===== config.mk =====
export PLATFORM = sky130hd
export DESIGN_NAME = pwm_core
export DESIGN_NICKNAME = d
export VERILOG_FILES = /design/src/rtl/pwm_core.sv
export SDC_FILE = /design/constraint.sdc
export NUM_CORES = 1
export LEC_CHECK = 0
export ABC_AREA = 1
export BUFFER_PORTS_ARGS = -buffer_cell sky130_fd_sc_hd__buf_2
export CELL_PAD_IN_SITES_DETAIL_PLACEMENT = 1
export CELL_PAD_IN_SITES_GLOBAL_PLACEMENT = 2
export CORE_MARGIN = 5
export CORE_UTILIZATION = 39
export CTS_CLUSTER_DIAMETER = 150
export DETAILED_ROUTE_END_ITERATION = 6
export PLACE_DENSITY_LB_ADDON = 0.1
export SKIP_LAST_GASP = 1
export SYNTH_ARGS = -nofsm -noshare
export SYNTH_HDL_FRONTEND = slang
export SYNTH_SLANG_ARGS = --single-unit

===== constraint.sdc =====
create_clock -name clk -period 3 [get_ports clk]
set_input_delay 0.15 -clock clk [delete_from_list [all_inputs] [get_ports clk]]
set_output_delay 0.15 -clock clk [all_outputs]
set_load 0.03 [all_outputs]

===== src/rtl/pwm_core.sv =====
// PWM generator fed by the SPI register-write strobe. Period/duty/prescaler are
// shadowed and reload only at a period wrap, so register writes never glitch a pulse.
module pwm_core #(
   parameter int unsigned    DW         = 8,
   parameter logic [DW-1:0] RST_PERIOD = DW'('hFF),
   parameter logic [DW-1:0] RST_DUTY   = DW'('h80)
) (
   input  logic          clk,
   input  logic          rst,
   input  logic          wr_en,
   input  logic [1:0]    wr_addr,
   input  logic [DW-1:0] wr_data,
   input  logic [1:0]    rd_addr,
   output logic [DW-1:0] rd_data,
   output logic          pwm_out,
   output logic          period_end
);

   localparam logic [1:0] A_CTRL   = 2'd0;
   localparam logic [1:0] A_PRESC  = 2'd1;
   localparam logic [1:0] A_PERIOD = 2'd2;
   localparam logic [1:0] A_DUTY   = 2'd3;

   logic [DW-1:0] ctrl, presc, period, duty;
   logic [DW-1:0] presc_s, period_s, duty_s;
   logic [DW-1:0] presc_cnt, cnt;
   logic          en, pol, tick;

   assign en   = ctrl[0];
   assign pol  = ctrl[1];
   assign tick = (presc_cnt == presc_s);

   // Live register file, written straight from the SPI strobe.
   always_ff @(posedge clk or posedge rst) begin
      if (rst) begin
         ctrl   <= '0;
         presc  <= '0;
         period <= RST_PERIOD;
         duty   <= RST_DUTY;
      end else if (wr_en) begin
         case (wr_addr)
            A_CTRL:   ctrl   <= wr_data;
            A_PRESC:  presc  <= wr_data;
            A_PERIOD: period <= wr_data;
            A_DUTY:   duty   <= wr_data;
            default:  ;
         endcase
      end
   end

   // Shadows sample pre-write live values, so a write on the wrap edge lands one period later.
   always_ff @(posedge clk or posedge rst) begin
      if (rst) begin
         presc_s    <= '0;
         period_s   <= RST_PERIOD;
         duty_s     <= RST_DUTY;
         presc_cnt  <= '0;
         cnt        <= '0;
         pwm_out    <= 1'b0;
         period_end <= 1'b0;
      end else if (!en) begin
         presc_s    <= presc;
         period_s   <= period;
         duty_s     <= duty;
         presc_cnt  <= '0;
         cnt        <= '0;
         pwm_out    <= pol;
         period_end <= 1'b0;
      end else begin
         pwm_out <= pol ^ (cnt < duty_s);
         if (tick) begin
            presc_cnt <= '0;
            if (cnt == period_s) begin
               cnt        <= '0;
               presc_s    <= presc;
               period_s   <= period;
               duty_s     <= duty;
               period_end <= 1'b1;
            end else begin
               cnt        <= cnt + DW'(1);
               period_end <= 1'b0;
            end
         end else begin
            presc_cnt  <= presc_cnt + DW'(1);
            period_end <= 1'b0;
         end
      end
   end

   // Combinational read-back of the live registers.
   always_comb begin
      rd_data = '0;
      case (rd_addr)
         A_CTRL:   rd_data = ctrl;
         A_PRESC:  rd_data = presc;
         A_PERIOD: rd_data = period;
         A_DUTY:   rd_data = duty;
         default:  rd_data = '0;
      endcase
   end

endmodule


# Word level (Yosys, flattened, before mapping)

Index checks and enable logic that the tools add are counted.

Register bits after elaboration: 74
Input port bits: 15
Output and inout port bits: 10
Logic and storage cells: 51

Add/sub/neg operators: 2
Order comparisons: 1
Equality and inequality tests: 10
Muxes and demuxes: 19
Bitwise logic cells: 1
Reductions and logical operators: 7

Operators with widths:

| operator                                               | number |
|---|---|
| 2-to-1 mux 8 bit                                       | 14 |
| case mux 8 bit (4 select lines)                        | 1 |
| adder 8 x 1 -> 8 bit (second input constant)           | 2 |
| == test 8 bit                                          | 2 |
| AND reduction 2 bit                                    | 5 |
| == test 2 bit (second input constant)                  | 4 |
| less-than comparator 8 bit                             | 1 |
| == test 2 x 1 -> 1 bit (second input constant)         | 2 |
| zero test 2 bit                                        | 2 |
| 2-to-1 mux 1 bit                                       | 4 |
| inequality test 2 x 1 -> 1 bit (second input constant) | 2 |
| bitwise XOR 1 bit                                      | 1 |

# Logic depth before layout (Yosys ltp)

Gate-level depths: netlist of run 1.

Depth after elaboration: 4
Depth in mapped cells: 12
Gate-level depth less buffers: 11

# Worst setup path after synthesis of run 1

OpenSTA, ideal clock, no wires.

Kind: reg-to-reg
From: reg duty_s[7]
To: reg pwm_out
Library setup time: 0.117 ns
Arrival: 1.400 ns
Data required time: 2.883 ns
Setup slack: 1.483 ns
Cell stages (with the launch flop): 11
Buffers on the path: 0
Clock period less this slack: 1.517 ns
Cell sequence: dfstp_2 inv_1 ha_1 nand2_1 nand2_1 nor2_1 nand2_1 a31oi_1 nand2_1 nand2_1 nand2_1

Cells in the longest elaborated chain, start to end: 3

Ends and longest elaborated chain:

| item                       | line | text |
|---|---|---|
| from (decl)                | 25   | `logic [DW-1:0] presc_s, period_s, duty_s;` |
| from (signal assigned)     | 64   | `duty_s <= duty;` |
| from (signal assigned)     | 77   | `duty_s <= duty;` |
| less-than comparator 8 bit | 70   | `pwm_out <= pol ^ (cnt < duty_s);` |
| bitwise XOR 1 bit          | 70   |  |
| 2-to-1 mux 1 bit           | 61   | `end else if (!en) begin` |
| to (signal assigned)       | 67   | `pwm_out <= pol;` |
| to (signal assigned)       | 70   |  |
| to (decl)                  | 15   | `output logic pwm_out,` |

Every way passes these cells.
A chain may end at the register's enable or synchronous reset.

# Worst setup path after layout of run 1

From: reg ctrl[0]
To: out rd_data[0]

Cells in the longest elaborated chain, start to end: 1

Ends and longest elaborated chain:

| item                            | line | text |
|---|---|---|
| from (decl)                     | 24   | `logic [DW-1:0] ctrl, presc, period, duty;` |
| from (signal assigned)          | 42   | `A_CTRL: ctrl <= wr_data;` |
| case mux 8 bit (4 select lines) | 93   | `case (rd_addr)` |
| to (decl)                       | 14   | `output logic [DW-1:0] rd_data,` |

Every way passes these cells.

==> flow_summary_export.csv, run 1 <==
group,metric,value,unit
die,ios,25,
detailed_routing,antenna_left,0,
clock_tree,cts_setup_buffers,0,
clock_tree,cts.sinks,74,
global_route,gr-usage-met1,24.6,%
timing,min_period,1.87,ns
power,power_density,786,nW/µm²
global_route,grt_pass1_wl,17300,µm
final_layout,multiInputGateArea,1680,µm²
final_layout,drive_above_1_share,15.7,%
synthesis,synth_top_area_share,36.6,%
place,globalplace.congestion,0.741,
power,swShare,35.4,%
synthesis,synth_area_leaders,"dfrtp_1 37%, nand2_1 19%, dfstp_2 12%",
detailed_routing,wirelength,10200,µm
worst_setup_path,crit_fanout,8,
global_route,use_met3,3.26,%
synthesis,synth_top_area_cell,"dfrtp_1",
clock_tree,cts-root-buf,"clkbuf_8",
timing,drv_slew,0,
global_route,grt_use_met2,32.6,%
final_layout,seq_area,1870,µm²
power,ir_worst_vdd,0.272,mV
synthesis,synth.distinct_cells,24,
timing,fin_worst_skew,0.0114,ns
power,p_comb_share,27.2,%
timing,fmax,535,MHz
place,port_buffers,24,
die,rows,36,
timing,hold_viol,0,
synthesis,syn_area_per_cell,7.92,µm²
timing,final.setup.tns,0,ns
detailed_routing,via_per_inst,4.92,
clock_tree,cts_tree,"built",
timing,worst_slew_pin_slew,0.732,ns
power,seqPwrFrac,43.7,%
synthesis,ys_seq_elements,74,
detailed_routing,drtPass1Iterations,4,
timing,period_share,62.3,%
power,p_switching,1.20,mW
power,clockPowerShare,29.1,%
worst_setup_path,start_kind,"register",
global_route,antenna_found_initial,0,
timing,rsz0062_at_grt,"no",
global_route,grt_max_degree,36,
synthesis,synthCells,484,
timing,slew_headroom,51.0,%
final_layout,num_antenna_cells,0,
timing,finalSetupViolCount,0,
worst_setup_path,required,2.85,ns
detailed_routing,dr_total_vias,3190,
detailed_routing,wl_per_cell,15.7,µm
synthesis,syn_area,3830,µm²
run_status,status,"complete, no violations",
flow_run,max_cap_violations,0,
place,pre_cts_slack,1.26,ns
power,p_int,2.19,mW
place,hpwl,7460,µm
worst_setup_path,crit_type,"register to output pin",
detailed_routing,drt-initial-drc-count,61,
clock_tree,cts_buffer_depth,2,
power,p_leak,2.21,nW
die,die_x,109,µm
clock_tree,clk_latency,0.36,ns
detailed_routing,drc_errors,0,
worst_setup_path,cp-end-kind,"output pin",
global_route,track_usage,19.2,%
worst_hold_path,worstHoldPathCells,3,
clock_tree,clkSlewWorstSetupHoldPaths,0.08,ns
worst_setup_path,worst-r2r-cell-count,10,
synthesis,synth.net_count,508,
global_route,overflow,0,
clock_tree,cts_max_level,3,
die,die_h,109,µm
worst_hold_path,min_path_type,"primary input to register",
final_layout,syn_to_final_growth,12.6,%
final_layout,fillers,1216,
clock_tree,numCtsBuffers,9,
worst_setup_path,path_cells,"buf_4 -> nand2_1 -> nand4_1 -> buf_2",
global_route,grt_pass1_vias,3389,
synthesis,yosysSeqAreaShare,48.9,%
synthesis,yosys_warnings,0,
worst_setup_path,cpPeakStageDelay,0.67,ns
global_route,top_usage_layer,"met2",
die,core_area,9680,µm²
final_layout,nets,535,
timing,finalWorstSetupSlack,1.13,ns
die,die_area,11900,µm²
worst_setup_path,cpMaxStageDelayCell,"dfrtp_1",
worst_setup_path,cp.arrival,1.72,ns
die,start_util,39.6,%
-- power by group through the flow --
stage | logic (mW) | clock network (mW) | registers, mW
detailed placement | 0.942 | 0 | 1.50
global placement | 0.909 | 0 | 1.50
floorplan | 0.760 | 0 | 1.44
CTS | 0.951 | 1.01 | 1.49
finish | 0.923 | 0.986 | 1.48
global route | 1.07 | 1.06 | 1.52
-- cells by family (layout without fill, tap and decap cells) --
| kind of cell | Yosys count | after routing | synth area share, % |
|---|---|---|---|
| and+or+nand+nor | 286 | 286 | 32.5 |
| xor gates and xnor gates | 15 | 15 | 3.43 |
| DFF | 74 | 74 | 48.9 |
| adders and majority gates | 9 | 9 | 2.94 |
| AOI/OAI and AO/OA | 38 | 38 | 5.00 |
| buffers and inverters | 62 | 94 | 7.19 |
-- metal layers --
metal,wire length [µm],vias to the layer above
li1,-,1578
met1,4720,1554
met2,5080,44
met3,235,14
met4,179,0
met5,0,-
-- worst max-delay path: cells and delay by family, from the launching register on --
kind | cells | cell delay, ns
buffers and inverters | 2 | 0.49
flip-flops | 1 | 0.67
AND/OR/NAND/NOR | 2 | 0.20
-- cells in the final DEF (no fill, tap or decap), types with 6 or more instances in the layout --
cell type / count
dfrtp_1: 56
buf_2: 24
inv_1: 46
nor2_1: 25
xor2_1: 6
o21ai_0: 33
dfstp_2: 18
clkbuf_8: 11
nand2_2: 10
ha_1: 9
nand3_1: 31
nand2_1: 190
nand4_1: 18
xnor2_1: 9
-- registers in the layout, indices dropped and copies added (netlist names) --
signal      count
cnt             8
period          8
presc_s         8
presc_cnt       8
period_s        8
duty            8
ctrl            8
period_end      1
presc           8
pwm_out         1
duty_s          8
-- synth_stat cells (all sizes together) --
cell type    n
nor3         4
nor2        28
ha           9
a31oi        1
xor2         6
nand3b       1
inv         50
clkbuf       5
xnor2        9
a21oi        4
o21ai       33
buf          7
nand2      204
nand3       31
nand4       18
dfstp       18
dfrtp       56
-- metrics by stage --
stage	utilization, %	std cells	power, mW	area (µm²)	hold WS, ns
after floorplan	-	484	2.20	3830	0.306
after global placement	41.8	632	2.41	4050	0.106
after detailed placement	41.8	632	2.45	4050	0.112
after CTS	44.6	649	3.45	4320	0.0687
after global routing	44.6	649	3.64	4320	0.0707
final	44.6	649	3.39	4320	0.0706
-- final timing paths --
kind	from	to	slack [ns]
max in group asynchronous	rst	period[6]$_DFFE_PP1P_	1.92
worst max register to register	duty_s[7]$_DFFE_PP1P_	pwm_out$_DFF_PP0_	1.22
worst min-delay path	wr_data[1]	period[1]$_DFFE_PP1P_	0.07
worst min register to register	duty_s[7]$_DFFE_PP1P_	duty_s[7]$_DFFE_PP1P_	0.47
min in group asynchronous	rst	ctrl[2]$_DFFE_PP0P_	0.29
worst max-delay path	ctrl[0]$_DFFE_PP0P_	rd_data[0]	1.13
-- cell type report --
class                   instances  area share [%]
well taps                     133            3.86
inverters                      50            4.35
clock buffers                  12            3.60
repair buffers                 28            3.54
multi-input cells             348            39.0
flip-flops and latches         74            43.4
clock inverters                 4            2.26
-- what timing repair did --
action                    4_1_cts  5_1_grt
hold buffers                    1        0
hold endpoints to repair       12        0
resized for setup               0        0
Power figures use the tool's default switching activity.
==> inputs of run 2 (changes only) <==
CORE_UTILIZATION = 33   (was 39)
clock period = 1.63 ns   (was 3 ns; I/O delays follow)
==> run 2 against run 1 <==
Effect of this change: register-to-register slack worse by 1.1 ns; flip-flop and latch count stayed put; die area is 16% higher; clock-buffer cell count is 1 lower; critical path depth is 6 higher; non-clock buffer count is 18 higher; wire length is 0.71% lower; power is 98% higher; clock skew is 0.0039 ns lower.
==> flow_summary_export.csv, run 2 (synthesis results as in run 1) <==
group,metric,value,unit
run_status,status,"complete, no violations",
final_layout,multiInputGateArea,1710,µm²
die,ios,25,
global_route,grt_max_degree,45,
timing,hold_viol,0,
timing,period_share,95.0,%
die,die_x,118,µm
timing,finalWorstSetupSlack,0.0812,ns
clock_tree,cts_max_level,3,
global_route,top_usage_layer,"met2",
detailed_routing,wl_per_cell,15.0,µm
worst_setup_path,r2r_end,"pwm_out$_DFF_PP0_",
final_layout,num_antenna_cells,0,
power,swShare,34.1,%
detailed_routing,dr_total_vias,3185,
die,rows,39,
power,p_leak,2.34,nW
final_layout,fin_area,4600,µm²
worst_setup_path,cp-startpoint,"duty_s[7]$_DFFE_PP1P_",
die,core_area,11400,µm²
timing,fin_worst_skew,0.00749,ns
detailed_routing,wirelength,10100,µm
detailed_routing,antenna_left,0,
clock_tree,cts.sinks,74,
power,ir_worst_vdd,0.798,mV
clock_tree,clkSlewWorstSetupHoldPaths,0.06,ns
final_layout,fillers,1426,
clock_tree,cts_buffer_depth,2,
place,globalplace.congestion,0.769,
final_layout,drive_above_1_share,19.9,%
power,power,6.73,mW
detailed_routing,drtPass1Iterations,4,
clock_tree,cts-root-buf,"clkbuf_16",
global_route,grt_pass1_wl,17000,µm
timing,rsz0062_at_grt,"yes",
global_route,gr-usage-met1,20.5,%
final_layout,syn_to_final_growth,20.2,%
final_layout,mostFrequentLayoutCell,"nand2_1",
timing,slew_headroom,62.3,%
power,power_density,1460,nW/µm²
place,placed_area,4230,µm²
worst_setup_path,cp-end-kind,"register",
flow_run,max_cap_violations,0,
global_route,use_met3,2.50,%
global_route,grt_use_met2,25.1,%
die,die_area,13900,µm²
detailed_routing,drc_errors,0,
timing,min_period,1.55,ns
worst_setup_path,rr_startpoint,"duty_s[7]$_DFFE_PP1P_",
worst_setup_path,start_kind,"register",
final_layout,nets,553,
place,hpwl,7510,µm
timing,fmax,646,MHz
die,die_h,118,µm
global_route,grt_pass1_vias,3375,
timing,finalSetupViolCount,0,
worst_setup_path,r2r_setup_slack,0.08,ns
worst_setup_path,endpoint,"pwm_out$_DFF_PP0_",
worst_setup_path,required,1.86,ns
clock_tree,clk_latency,0.34,ns
power,p_comb_share,27.3,%
worst_hold_path,min_path_type,"primary input to register",
place,pre_cts_slack,-0.0112,ns
detailed_routing,drt-initial-drc-count,108,
global_route,antenna_found_initial,0,
clock_tree,numCtsBuffers,9,
timing,drv_slew,0,
power,p_switching,2.30,mW
place,port_buffers,24,
timing,worst_slew_pin_slew,0.563,ns
global_route,track_usage,15.4,%
final_layout,seq_area,1880,µm²
detailed_routing,via_per_inst,4.70,
power,clockPowerShare,32.1,%
die,start_util,33.6,%
power,p_int,4.43,mW
clock_tree,cts_tree,"built",
worst_setup_path,cp.arrival,1.78,ns
final_layout,layout_common_cells,"188 x nand2_1, 55 x dfrtp_1, 45 x inv_1, 33 x o21ai_0, 31 x nand3_1",
worst_setup_path,crit_fanout,3,
global_route,overflow,0,
worst_setup_path,crit_type,"register to register",
worst_setup_path,worst-r2r-cell-count,10,
power,seqPwrFrac,40.6,%
## run 2: cell count changes in the layout (fill, tap and decap cells not counted), moves of 2 or more
cell	before	now
clkinv_2	0	2
buf_4	3	17
nand2_2	10	12
clkbuf_8	11	1
buf_12	0	3
nand2_1	190	188
clkbuf_16	0	9
## run 2: how the worst min path moves through the flow
stage          startpoint               endpoint  depth (start not counted)
2_1_floorplan  wr_data[7]    duty[7]$_DFFE_PP1P_                          2
3_3_place_gp          rst   presc[3]$_DFFE_PP0P_                          2
3_5_place_dp          rst   presc[3]$_DFFE_PP0P_                          2
4_1_cts        wr_data[2]  period[2]$_DFFE_PP1P_                          3
5_1_grt        wr_data[1]  period[1]$_DFFE_PP1P_                          3
6_report       wr_data[2]  period[2]$_DFFE_PP1P_                          3
## run 2: worst max-delay path: stages (launching register included)
cell and delay, ns:
dfstp_2 0.53, inv_2 0.04, ha_4 0.22, nand2_2 0.06, nand2_2 0.05, nor2_2 0.11, nand2_1 0.07, a31oi_2 0.17
nand2_1 0.08, nand2_1 0.06, nand2_1 0.05
## run 2: layout make-up
cell class	instances	area share (%)
flip-flops and latches	74	40.7
multi-input cells	348	37.1
repair buffers	46	7.15
clock buffers	11	5.27
inverters	50	4.16
well taps	143	3.89
clock inverters	5	1.69
## run 2: metal layers
| metal | part of all wire [%] | vias up |
|---|---|---|
| met1 | 49 | 1524 |
| met2 | 48 | 32 |
| met4 | 1.7 | 0 |
| li1 | - | 1617 |
| met5 | 0 | - |
| met3 | 1.9 | 12 |
## run 2: stage by stage
stage,cells,util (%),hold WS [ns],TNS [ns]
2_1_floorplan,484,-,0.238,0
3_3_place_gp,658,37.0,-0.0114,0
3_5_place_dp,658,37.0,-0.00595,-0.0112
4_1_cts,675,40.0,0.0224,0
5_1_grt,677,40.3,0.0503,-0.198
6_report,677,40.3,0.0319,0
## run 2: power by group through the flow
stage / clock network (mW) / logic (mW) / registers (mW)
6_report: 2.16 / 1.84 / 2.73
5_1_grt: 2.31 / 2.12 / 2.80
4_1_cts: 2.22 / 1.85 / 2.74
3_5_place_dp: 0 / 1.83 / 2.77
3_3_place_gp: 0 / 1.78 / 2.75
2_1_floorplan: 0 / 1.40 / 2.65
## run 2: what timing repair did
action | 4_1_cts | 5_1_grt
pin swaps | 0 | 4
hold endpoints to repair | 56 | 0
hold buffers | 1 | 0
setup buffers | 0 | 2
resized for setup | 1 | 7
endpoints found under the setup margin | 1 | 21
